<file path="config.mk">
export PLATFORM = sky130hd
export DESIGN_NAME = mem_port_arbiter
export DESIGN_NICKNAME = d
export VERILOG_FILES = /design/src/rtl/mem_arb_pkg.sv /design/src/rtl/mem_arb_lat_pipe.sv /design/src/rtl/mem_port_arbiter.sv
export SDC_FILE = /design/constraint.sdc
export NUM_CORES = 1
export LEC_CHECK = 0
export CAP_MARGIN = 5
export CELL_PAD_IN_SITES_DETAIL_PLACEMENT = 0
export CELL_PAD_IN_SITES_GLOBAL_PLACEMENT = 1
export CORE_AREA = 2 2 119 121
export CTS_BUF_LIST = sky130_fd_sc_hd__clkbuf_16
export CTS_CLUSTER_SIZE = 10
export DETAILED_ROUTE_END_ITERATION = 7
export DIE_AREA = 0 0 121 123
export PLACE_DENSITY_LB_ADDON = 0.15
export SLEW_MARGIN = 10
export SYNTH_ARGS = -nofsm -noshare
export SYNTH_HDL_FRONTEND = slang
export SYNTH_SLANG_ARGS = --single-unit
export TNS_END_PERCENT = 1
</file>
<file path="constraint.sdc">
create_clock -name clock -period 1.95 [get_ports clock]
set_input_delay 0.195 -clock clock [delete_from_list [all_inputs] [get_ports clock]]
set_output_delay 0.195 -clock clock [all_outputs]
set_load 0.05 [all_outputs]
</file>
<file path="src/rtl/mem_arb_pkg.sv">
// Shared types and helpers for the unified-memory port arbiter.
package mem_arb_pkg;

    localparam int unsigned MAX_LAT = 4;

    typedef enum logic [1:0] {SZ_B, SZ_H, SZ_W, SZ_ILL} size_e;
    typedef enum logic {IDLE, BUSY} state_e;
    typedef enum logic {OWN_I, OWN_D} owner_e;

    // One latency-pipe slot; store marks a D write whose ack carries zero data.
    typedef struct packed {
        logic   valid;
        owner_e owner;
        logic   store;
    } lat_ent_t;

    function automatic logic misaligned(input logic [1:0] addr_lo, input size_e size);
        case (size)
            SZ_B:    misaligned = 1'b0;
            SZ_H:    misaligned = addr_lo[0];
            SZ_W:    misaligned = (addr_lo != 2'b00);
            default: misaligned = 1'b1;
        endcase
    endfunction

endpackage

</file>
<file path="src/rtl/mem_arb_lat_pipe.sv">
// MEM_LAT-deep shift register tracking which requester owns each in-flight access.
module mem_arb_lat_pipe
    import mem_arb_pkg::*;
#(
    parameter int unsigned MEM_LAT = 1
) (
    input  logic     clock,
    input  logic     reset_n,
    input  lat_ent_t i_ent,
    output lat_ent_t o_ent
);

    lat_ent_t r_stage [MEM_LAT];

    always_ff @(posedge clock) begin
        if (!reset_n) begin
            for (int unsigned k = 0; k < MEM_LAT; k++) begin
                r_stage[k] <= '0;
            end
        end else begin
            r_stage[0] <= i_ent;
            for (int unsigned k = 1; k < MEM_LAT; k++) begin
                r_stage[k] <= r_stage[k-1];
            end
        end
    end

    assign o_ent = r_stage[MEM_LAT-1];

endmodule

</file>
<file path="src/rtl/mem_port_arbiter.sv">
// Fetch/data arbiter for a single-port unified memory with starvation guard and misalignment trap.
// Optional MEM_ARB_PERF_EN adds grant/conflict performance counters.
module mem_port_arbiter
    import mem_arb_pkg::*;
#(
    parameter int unsigned XLEN       = 32,
    parameter int unsigned ADDR_W     = 32,
    parameter int unsigned MEM_LAT    = 1,
    parameter int unsigned STARVE_MAX = 4
) (
    input  logic              clock,
    input  logic              reset_n,
    input  logic              i_req_valid,
    output logic              i_req_ready,
    input  logic [ADDR_W-1:0] i_req_addr,
    output logic              i_rsp_valid,
    output logic [XLEN-1:0]   i_rsp_data,
    input  logic              d_req_valid,
    output logic              d_req_ready,
    input  logic [ADDR_W-1:0] d_req_addr,
    input  logic              d_req_we,
    input  logic [1:0]        d_req_size,
    input  logic [XLEN-1:0]   d_req_wdata,
    output logic              d_rsp_valid,
    output logic [XLEN-1:0]   d_rsp_data,
    output logic              mem_en,
    output logic              mem_we,
    output logic [ADDR_W-1:0] mem_addr,
    output logic [1:0]        mem_size,
    output logic [XLEN-1:0]   mem_wdata,
    input  logic [XLEN-1:0]   mem_rdata,
`ifdef MEM_ARB_PERF_EN
    output logic [XLEN-1:0]   perf_i_grants,
    output logic [XLEN-1:0]   perf_d_grants,
    output logic [XLEN-1:0]   perf_conflicts,
`endif
    output logic              fault
);

    localparam int unsigned LAT_W = $clog2(MAX_LAT + 1);
    localparam int unsigned STV_W = $clog2(STARVE_MAX + 1);
    localparam logic [STV_W-1:0] STV_TOP = STV_W'(STARVE_MAX);

    state_e           r_state;
    logic [LAT_W-1:0] r_lat_cnt;
    logic [STV_W-1:0] r_starve;
    logic             r_fault;
    logic             r_mis_rsp;

    logic     w_can_grant, w_i_grant, w_d_grant, w_d_mis, w_mem_go, w_d_mem_rsp;
    lat_ent_t w_pipe_in, w_pipe_out;

    always_comb begin
        w_can_grant = reset_n && (r_state == IDLE);
        w_i_grant   = w_can_grant && i_req_valid && (!d_req_valid || (r_starve == STV_TOP));
        w_d_grant   = w_can_grant && d_req_valid && !w_i_grant;
        w_d_mis     = w_d_grant && misaligned(d_req_addr[1:0], size_e'(d_req_size));
        w_mem_go    = w_i_grant || (w_d_grant && !w_d_mis);
    end

    assign i_req_ready = w_i_grant;
    assign d_req_ready = w_d_grant;

    always_comb begin
        mem_en    = w_mem_go;
        mem_we    = 1'b0;
        mem_addr  = '0;
        mem_size  = '0;
        mem_wdata = '0;
        if (w_i_grant) begin
            mem_addr = i_req_addr;
            mem_size = SZ_W;
        end else if (w_d_grant && !w_d_mis) begin
            mem_we    = d_req_we;
            mem_addr  = d_req_addr;
            mem_size  = d_req_size;
            mem_wdata = d_req_we ? d_req_wdata : '0;
        end
    end

    // BUSY returns to IDLE on the edge into the response cycle, so that cycle may grant again.
    always_ff @(posedge clock) begin
        if (!reset_n) begin
            r_state   <= IDLE;
            r_lat_cnt <= '0;
        end else begin
            case (r_state)
                IDLE: begin
                    if (w_mem_go && (MEM_LAT > 1)) begin
                        r_state   <= BUSY;
                        r_lat_cnt <= LAT_W'(MEM_LAT - 1);
                    end
                end
                BUSY: begin
                    if (r_lat_cnt <= LAT_W'(1)) begin
                        r_state   <= IDLE;
                        r_lat_cnt <= '0;
                    end else begin
                        r_lat_cnt <= r_lat_cnt - LAT_W'(1);
                    end
                end
            endcase
        end
    end

    always_ff @(posedge clock) begin
        if (!reset_n) begin
            r_starve  <= '0;
            r_fault   <= 1'b0;
            r_mis_rsp <= 1'b0;
        end else begin
            r_mis_rsp <= w_d_mis;
            if (w_d_mis) begin
                r_fault <= 1'b1;
            end
            if (!i_req_valid || w_i_grant) begin
                r_starve <= '0;
            end else if (r_starve != STV_TOP) begin
                r_starve <= r_starve + STV_W'(1);
            end
        end
    end

    always_comb begin
        w_pipe_in.valid = w_mem_go;
        w_pipe_in.owner = w_i_grant ? OWN_I : OWN_D;
        w_pipe_in.store = w_mem_go && w_d_grant && d_req_we;
    end

    mem_arb_lat_pipe #(.MEM_LAT(MEM_LAT)) u_lat_pipe (
        .clock   (clock),
        .reset_n (reset_n),
        .i_ent   (w_pipe_in),
        .o_ent   (w_pipe_out)
    );

    // Responses are masked while reset is held so that in-flight data never escapes.
    assign w_d_mem_rsp = reset_n && w_pipe_out.valid && (w_pipe_out.owner == OWN_D);
    assign i_rsp_valid = reset_n && w_pipe_out.valid && (w_pipe_out.owner == OWN_I);
    assign i_rsp_data  = i_rsp_valid ? mem_rdata : '0;
    assign d_rsp_valid = w_d_mem_rsp || (reset_n && r_mis_rsp);
    assign d_rsp_data  = (w_d_mem_rsp && !w_pipe_out.store) ? mem_rdata : '0;
    assign fault       = r_fault;

`ifdef MEM_ARB_PERF_EN
    logic [XLEN-1:0] r_perf_i, r_perf_d, r_perf_c;

    always_ff @(posedge clock) begin
        if (!reset_n) begin
            r_perf_i <= '0;
            r_perf_d <= '0;
            r_perf_c <= '0;
        end else begin
            if (w_i_grant) r_perf_i <= r_perf_i + XLEN'(1);
            if (w_d_grant) r_perf_d <= r_perf_d + XLEN'(1);
            if (i_req_valid && d_req_valid) r_perf_c <= r_perf_c + XLEN'(1);
        end
    end

    assign perf_i_grants  = r_perf_i;
    assign perf_d_grants  = r_perf_d;
    assign perf_conflicts = r_perf_c;
`endif

endmodule

</file>
# Word level (Yosys, flattened, before mapping)
# Memory sizes are Yosys's and may differ from the RTL's.
# Index checks and enable logic that the tools add are counted.
# Widths: inputs -> output; s select.
# totals
ff_bits	9
latchBits	0
ramBits	3
romBits	0
output_inout_bits	137
mem_count	1
# op_classes
addsub	2
n_mul	0
div	0
order_cmp	1
n_eq_ne	4
shift	0
mux	19
n_bitwise	3
reduce_logical	28
# memory_table
memory	words	word_bits	rd	rd_ports_with_merged_regs	wr	line	rtl
u_lat_pipe.r_stage	1	3	1	0	1	mem_arb_lat_pipe.sv:13	lat_ent_t r_stage [MEM_LAT];
# ops
op	count
$mux 32	7
$logic_and 1x1->1	14
$mux 1	7
$mux 3	2
$logic_not 1->1	5
$logic_or 1x1->1	4
$mux 2	2
$add 3x1->3 const B	1
$eq 3x3->1 const B	1
$le 3x1->1 const B	1
$ne 3x3->1 const B	1
$not 1->1	3
$pmux 1 s3	1
$reduce_or 3->1	1
$sub 3x1->3 const B	1
$eq 2x1->1 const B	1
$eq 2x2->1 const B	1
$logic_not 2->1	1
$reduce_and 2->1	1
$reduce_bool 2->1	1
$reduce_or 2->1	1

# Longest topological paths before layout
# logic_depth
word_depth	13
depth_mapped	7
depth_no_buf	5

# Cells and area by module
# Synthesis repeated with hierarchy kept, for this count alone.
# unflattened
cells_unflattened	214
area_unflattened_um2	1599.0
# by_module_without_submodules
module	n_inst	cells_each	area_each_um2
mem_port_arbiter	1	208	1520.2
mem_arb_lat_pipe	1	6	78.8

# Worst setup path after synthesis
# Ideal clock, no wire load.
# synth_path
kind	flip-flop to output port
startpoint	register r_starve[0]
endpoint	output port mem_addr[0]
arrival_ns	1.972
required_ns	1.755
setup_slack_ns	-0.217
stages_incl_launch_ff	7
cell_sequence	dfxtp_1 -> inv_1 -> ha_1 -> nand3_1 -> and3_1 -> clkbuf_1 -> a32o_1
# synth_between
elab_chain_len	10
# synth_lines
element	line	rtl
start, declared	mem_port_arbiter.sv:46	logic [STV_W-1:0] r_starve;
start signal, assigned	mem_port_arbiter.sv:119	r_starve <= r_starve + STV_W'(1);
$eq 3x3->1 (*)	mem_port_arbiter.sv:55	w_i_grant = w_can_grant && i_req_valid && (!d_req_valid || (r_starve == STV_TOP));
$logic_or 1x1->1 (*)	mem_port_arbiter.sv:55	
$logic_and 1x1->1 (*)	mem_port_arbiter.sv:55	
$logic_not 1->1 (*)	mem_port_arbiter.sv:56	w_d_grant = w_can_grant && d_req_valid && !w_i_grant;
$logic_and 1x1->1 (*)	mem_port_arbiter.sv:56	
net d_req_ready	mem_port_arbiter.sv:19	output logic d_req_ready,
$logic_and 1x1->1	mem_port_arbiter.sv:57	w_d_mis = w_d_grant && misaligned(d_req_addr[1:0], size_e'(d_req_size));
$logic_not 1->1	mem_port_arbiter.sv:73	end else if (w_d_grant && !w_d_mis) begin
$logic_and 1x1->1 (*)	mem_port_arbiter.sv:73	
$mux 32 (*)	mem_port_arbiter.sv:73	
$mux 32 (*)	mem_port_arbiter.sv:70	if (w_i_grant) begin
end, declared	mem_port_arbiter.sv:28	output logic [ADDR_W-1:0] mem_addr,
# The timed path passes the listed nets; every way through them passes the cells marked *.

# Worst setup path in the final report
# layout_path
startpoint	register r_state
endpoint	output port mem_wdata[5]
# layout_between
elab_chain_len	11
elab_cells_between_ends	12
# layout_lines
element	line	rtl
start, declared	mem_port_arbiter.sv:44	state_e r_state;
start signal, assigned	mem_port_arbiter.sv:84	r_state <= IDLE;
start signal, assigned	mem_port_arbiter.sv:90	r_state <= BUSY;
start signal, assigned	mem_port_arbiter.sv:96	r_state <= IDLE;
$not 1->1 (*)	mem_port_arbiter.sv:54	w_can_grant = reset_n && (r_state == IDLE);
$logic_and 1x1->1 (*)	mem_port_arbiter.sv:54	
$logic_and 1x1->1 (2 in a row)	mem_port_arbiter.sv:55	
$logic_not 1->1	mem_port_arbiter.sv:56	
$logic_and 1x1->1	mem_port_arbiter.sv:56	
$logic_and 1x1->1	mem_port_arbiter.sv:57	
$logic_not 1->1	mem_port_arbiter.sv:73	
$logic_and 1x1->1	mem_port_arbiter.sv:73	
$mux 32	mem_port_arbiter.sv:73	
$mux 32 (*)	mem_port_arbiter.sv:70	
end, declared	mem_port_arbiter.sv:30	output logic [XLEN-1:0] mem_wdata,
# Mark *: on every way between the ends. The rest lies on a longest branch, timed or not.

==> reports/qor.yml <==
setup_viol: 0
final_cell_count_no_fill: 676
portBuffers: 271
ys_ff_latch: 12
worst_ep_arrival_time_ps: 1750
hold_viol_final: 0
layout-drive-gt1-share: 0.480
clk_pin_slew_ps: 40
postRouteWirelength_um: 12300
path_cells: "and2b_4 -> o2111a_2 -> buf_6 -> buf_16 -> and3_4 -> buf_12"
routedWlPerCell_um: 18.1
drcViolationCount: 0
place_ws_ps: -64.1
nFillCells: 1236
dp_hpwl_um: 9610
vdd_ir_drop_max_mv: 0.214
hp-class: "reg2reg"
drv_slew: 0
min_period_ps: 1950
antenna_found_initial: 0
synth_sequential_area_ratio: 0.151
diodes: 0
p_clk_frac: 0.197
dp.cells: 657
clock-root-buffer: "clkbuf_16"
fmax_ghz: 0.514
row_count: 43
rsz0062_at_grt: "true"
syn_nets: 352
syn_area_um2: 1590
switchingPower_uw: 652
cts_made_buffers: 3
htree_levels: 1
timing.rr.end: "r_lat_cnt[2]"
rr_startpoint: "r_lat_cnt[1]"
grt.overflow.total: 0
hp-start: "r_lat_cnt[1]"
synthCells: 213
seq_power_share: 0.139
reg2reg_slack_ps: 460
ctsHoldBuffers: 0
insertion_delay_ps: 240
endpoint_kind: "output pin"
ios: 272
synthDistinctLibCells: 33
fp.dieW_um: 121
path_max_fanout: 13
cap_violations: 0
finalCritPeriodShare: 0.998
dieArea_um2: 14900
via_per_inst: 4.13
r2r_cells: 5
status: "complete, no violations"
vias: 2792
place_congestion: 0.752
grt_pass1_vias: 2826
first_pass_iters: 4
postRouteAntennaNets: 0
coreArea_um2: 13600
whs_ps: 490
crit_type: "reg2out"
cp_slowest_stage_delay_ps: 330
post-route-worst-setup-slack_ps: 4.43
power_density_nw_per_um2: 280
clockBufferDepth: 2
p_leak_nw: 2.69
initial_core_util: 0.117
required_ps: 1750
tritoncts: "done"
switching_share: 0.350
die_h_um: 123
ys_warn_count: 0
drt_iter0_drc: 55
start_kind: "register"
grt_max_degree: 35
internal_power_mw: 1.21
area_growth_pct: 318
regArea_um2: 243
avgSynthCellArea_um2: 7.48
grt_use_total: 0.144
min_to: "r_lat_cnt[1]"
multiInputGateArea_um2: 1560
tightest_slew_ps: 492
slew_headroom: 0.671
clkSinkCount: 12
whs_path_depth: 2
final_nets: 637
finClkSkew_ps: 2.67
slowest_stage: "dfxtp_1"
grt_pass1_wl_um: 16400
combPwrFrac: 0.664
power groups by stage:
stage                     Sequential (mW)  Clock [mW]  Combinational, mW
after floorplan                     0.270           0              0.415
after global placement              0.264           0               1.11
after detailed placement            0.265           0               1.12
after CTS                           0.260       0.373               1.18
after global routing                0.261       0.378               1.28
final                               0.260       0.367               1.24
worst max-delay path: cells and delay by family, from the launching register on:
family	cells	cell delay, ps
flops	1	330
simple gates	2	480
compound gates	1	260
buf+inv	3	430
layout make-up:
class	count	share of cell area
tap	180	0.0338
clock buffer	3	0.0113
multi-input combinational	174	0.234
sequential	12	0.0365
timing repair buffer	302	0.681
inverter	5	0.00282
sequential cells by signal, summed over array words and instances, names as in the netlist:
register / count
u_lat_pipe.r_stage: 3
r_mis_rsp: 1
fault: 1
r_starve: 3
r_state: 1
r_lat_cnt: 3
through the flow:
stage / util / instance area (um2) / setup TNS, ps / total power, mW
floorplan: - / 1590 / 0 / 0.685
global placement: 0.436 / 5940 / -1050 / 1.38
detailed placement: 0.436 / 5940 / -2430 / 1.39
CTS: 0.463 / 6310 / -93.2 / 1.81
global route: 0.489 / 6650 / -1520 / 1.92
finish: 0.489 / 6650 / 0 / 1.87
worst max-delay path by stage:
stage | start | to
after floorplan | r_starve[0] | mem_addr[0]
after global placement | d_req_addr[0] | mem_en
after detailed placement | d_req_size[0] | mem_wdata[15]
after CTS | r_starve[0] | mem_addr[8]
after global routing | r_state | mem_addr[5]
final | r_state | mem_wdata[5]
cell usage after synthesis:
| cell type | count | share of area |
|---|---|---|
| a21boi_0 | 1 | 0.0047 |
| a21oi_1 | 2 | 0.0063 |
| a21oi_2 | 1 | 0.0055 |
| a22o_1 | 31 | 0.17 |
| a31o_2 | 1 | 0.0055 |
| a32o_1 | 2 | 0.013 |
| and2_1 | 68 | 0.27 |
| and2b_4 | 1 | 0.0063 |
| and3_1 | 33 | 0.13 |
| buf_2 | 6 | 0.019 |
| buf_4 | 1 | 0.0047 |
| buf_6 | 4 | 0.028 |
| clkbuf_1 | 9 | 0.021 |
| clkbuf_2 | 2 | 0.0063 |
| dfxtp_1 | 12 | 0.15 |
| ha_1 | 4 | 0.031 |
| inv_1 | 5 | 0.012 |
| mux2i_1 | 1 | 0.0063 |
| nand2_1 | 7 | 0.016 |
| nand3_1 | 1 | 0.0031 |
| nand3b_1 | 2 | 0.0094 |
| nor2_1 | 2 | 0.0047 |
| nor2b_1 | 2 | 0.0079 |
| nor3_1 | 3 | 0.0094 |
| nor3_2 | 1 | 0.0063 |
| nor3b_2 | 1 | 0.0079 |
| o2111a_2 | 1 | 0.0079 |
| o211ai_1 | 1 | 0.0047 |
| o21ai_0 | 3 | 0.0094 |
| o21ba_2 | 1 | 0.0063 |
| or2_2 | 2 | 0.0079 |
| or3b_2 | 1 | 0.0055 |
| xnor2_1 | 1 | 0.0055 |
repair_timing:
item                                   in CTS  in global routing
pin swaps                                   5                 21
setup endpoints to repair                  78                 67
endpoints found under the hold margin       0                  0
setup buffers                               5                  3
gates cloned                                3                  5
resized for setup                          45                 32
metal layers:
layer,routed length [um],GRT usage
met1,3990,0.140
met2,6820,0.289
met4,191,0.0291
met3,1260,0.0498
met5,0,0
placed cells by master, fill, tap and decap left out, drive strengths merged:
master / synthesis / layout
o2111a: 1 / 1
a32o: 2 / 2
a21boi: 1 / 1
o21ai: 3 / 3
and2: 68 / 68
clkdlybuf4s50: 0 / 130
nor3b: 1 / 1
a21oi: 3 / 3
or2: 2 / 2
xnor2: 1 / 1
dlygate4sd2: 0 / 4
and3: 33 / 33
and2b: 1 / 1
clkbuf: 11 / 7
mux2i: 1 / 1
nor3: 4 / 4
buf: 11 / 163
a31o: 1 / 1
or3b: 1 / 1
ha: 4 / 4
nand3: 1 / 1
a22o: 31 / 31
dlymetal6s2s: 0 / 1
dfxtp: 12 / 12
nand2: 7 / 7
nand3b: 2 / 2
nor2: 2 / 2
nor2b: 2 / 2
o211ai: 1 / 1
o21ba: 1 / 1
inv: 5 / 5
kinds of logic (layout without fill, tap and decap cells):
family          after synthesis  after routing  share of synthesized area
fa+ha+maj                     4              4                     0.0314
buf+inv                      27            310                     0.0911
compound gates               44             44                      0.233
simple gates                124            124                      0.482
flops                        12             12                      0.151
xor+xnor                      1              1                    0.00550
mux                           1              1                    0.00628
No activity file was read; power rests on OpenSTA's default activity.
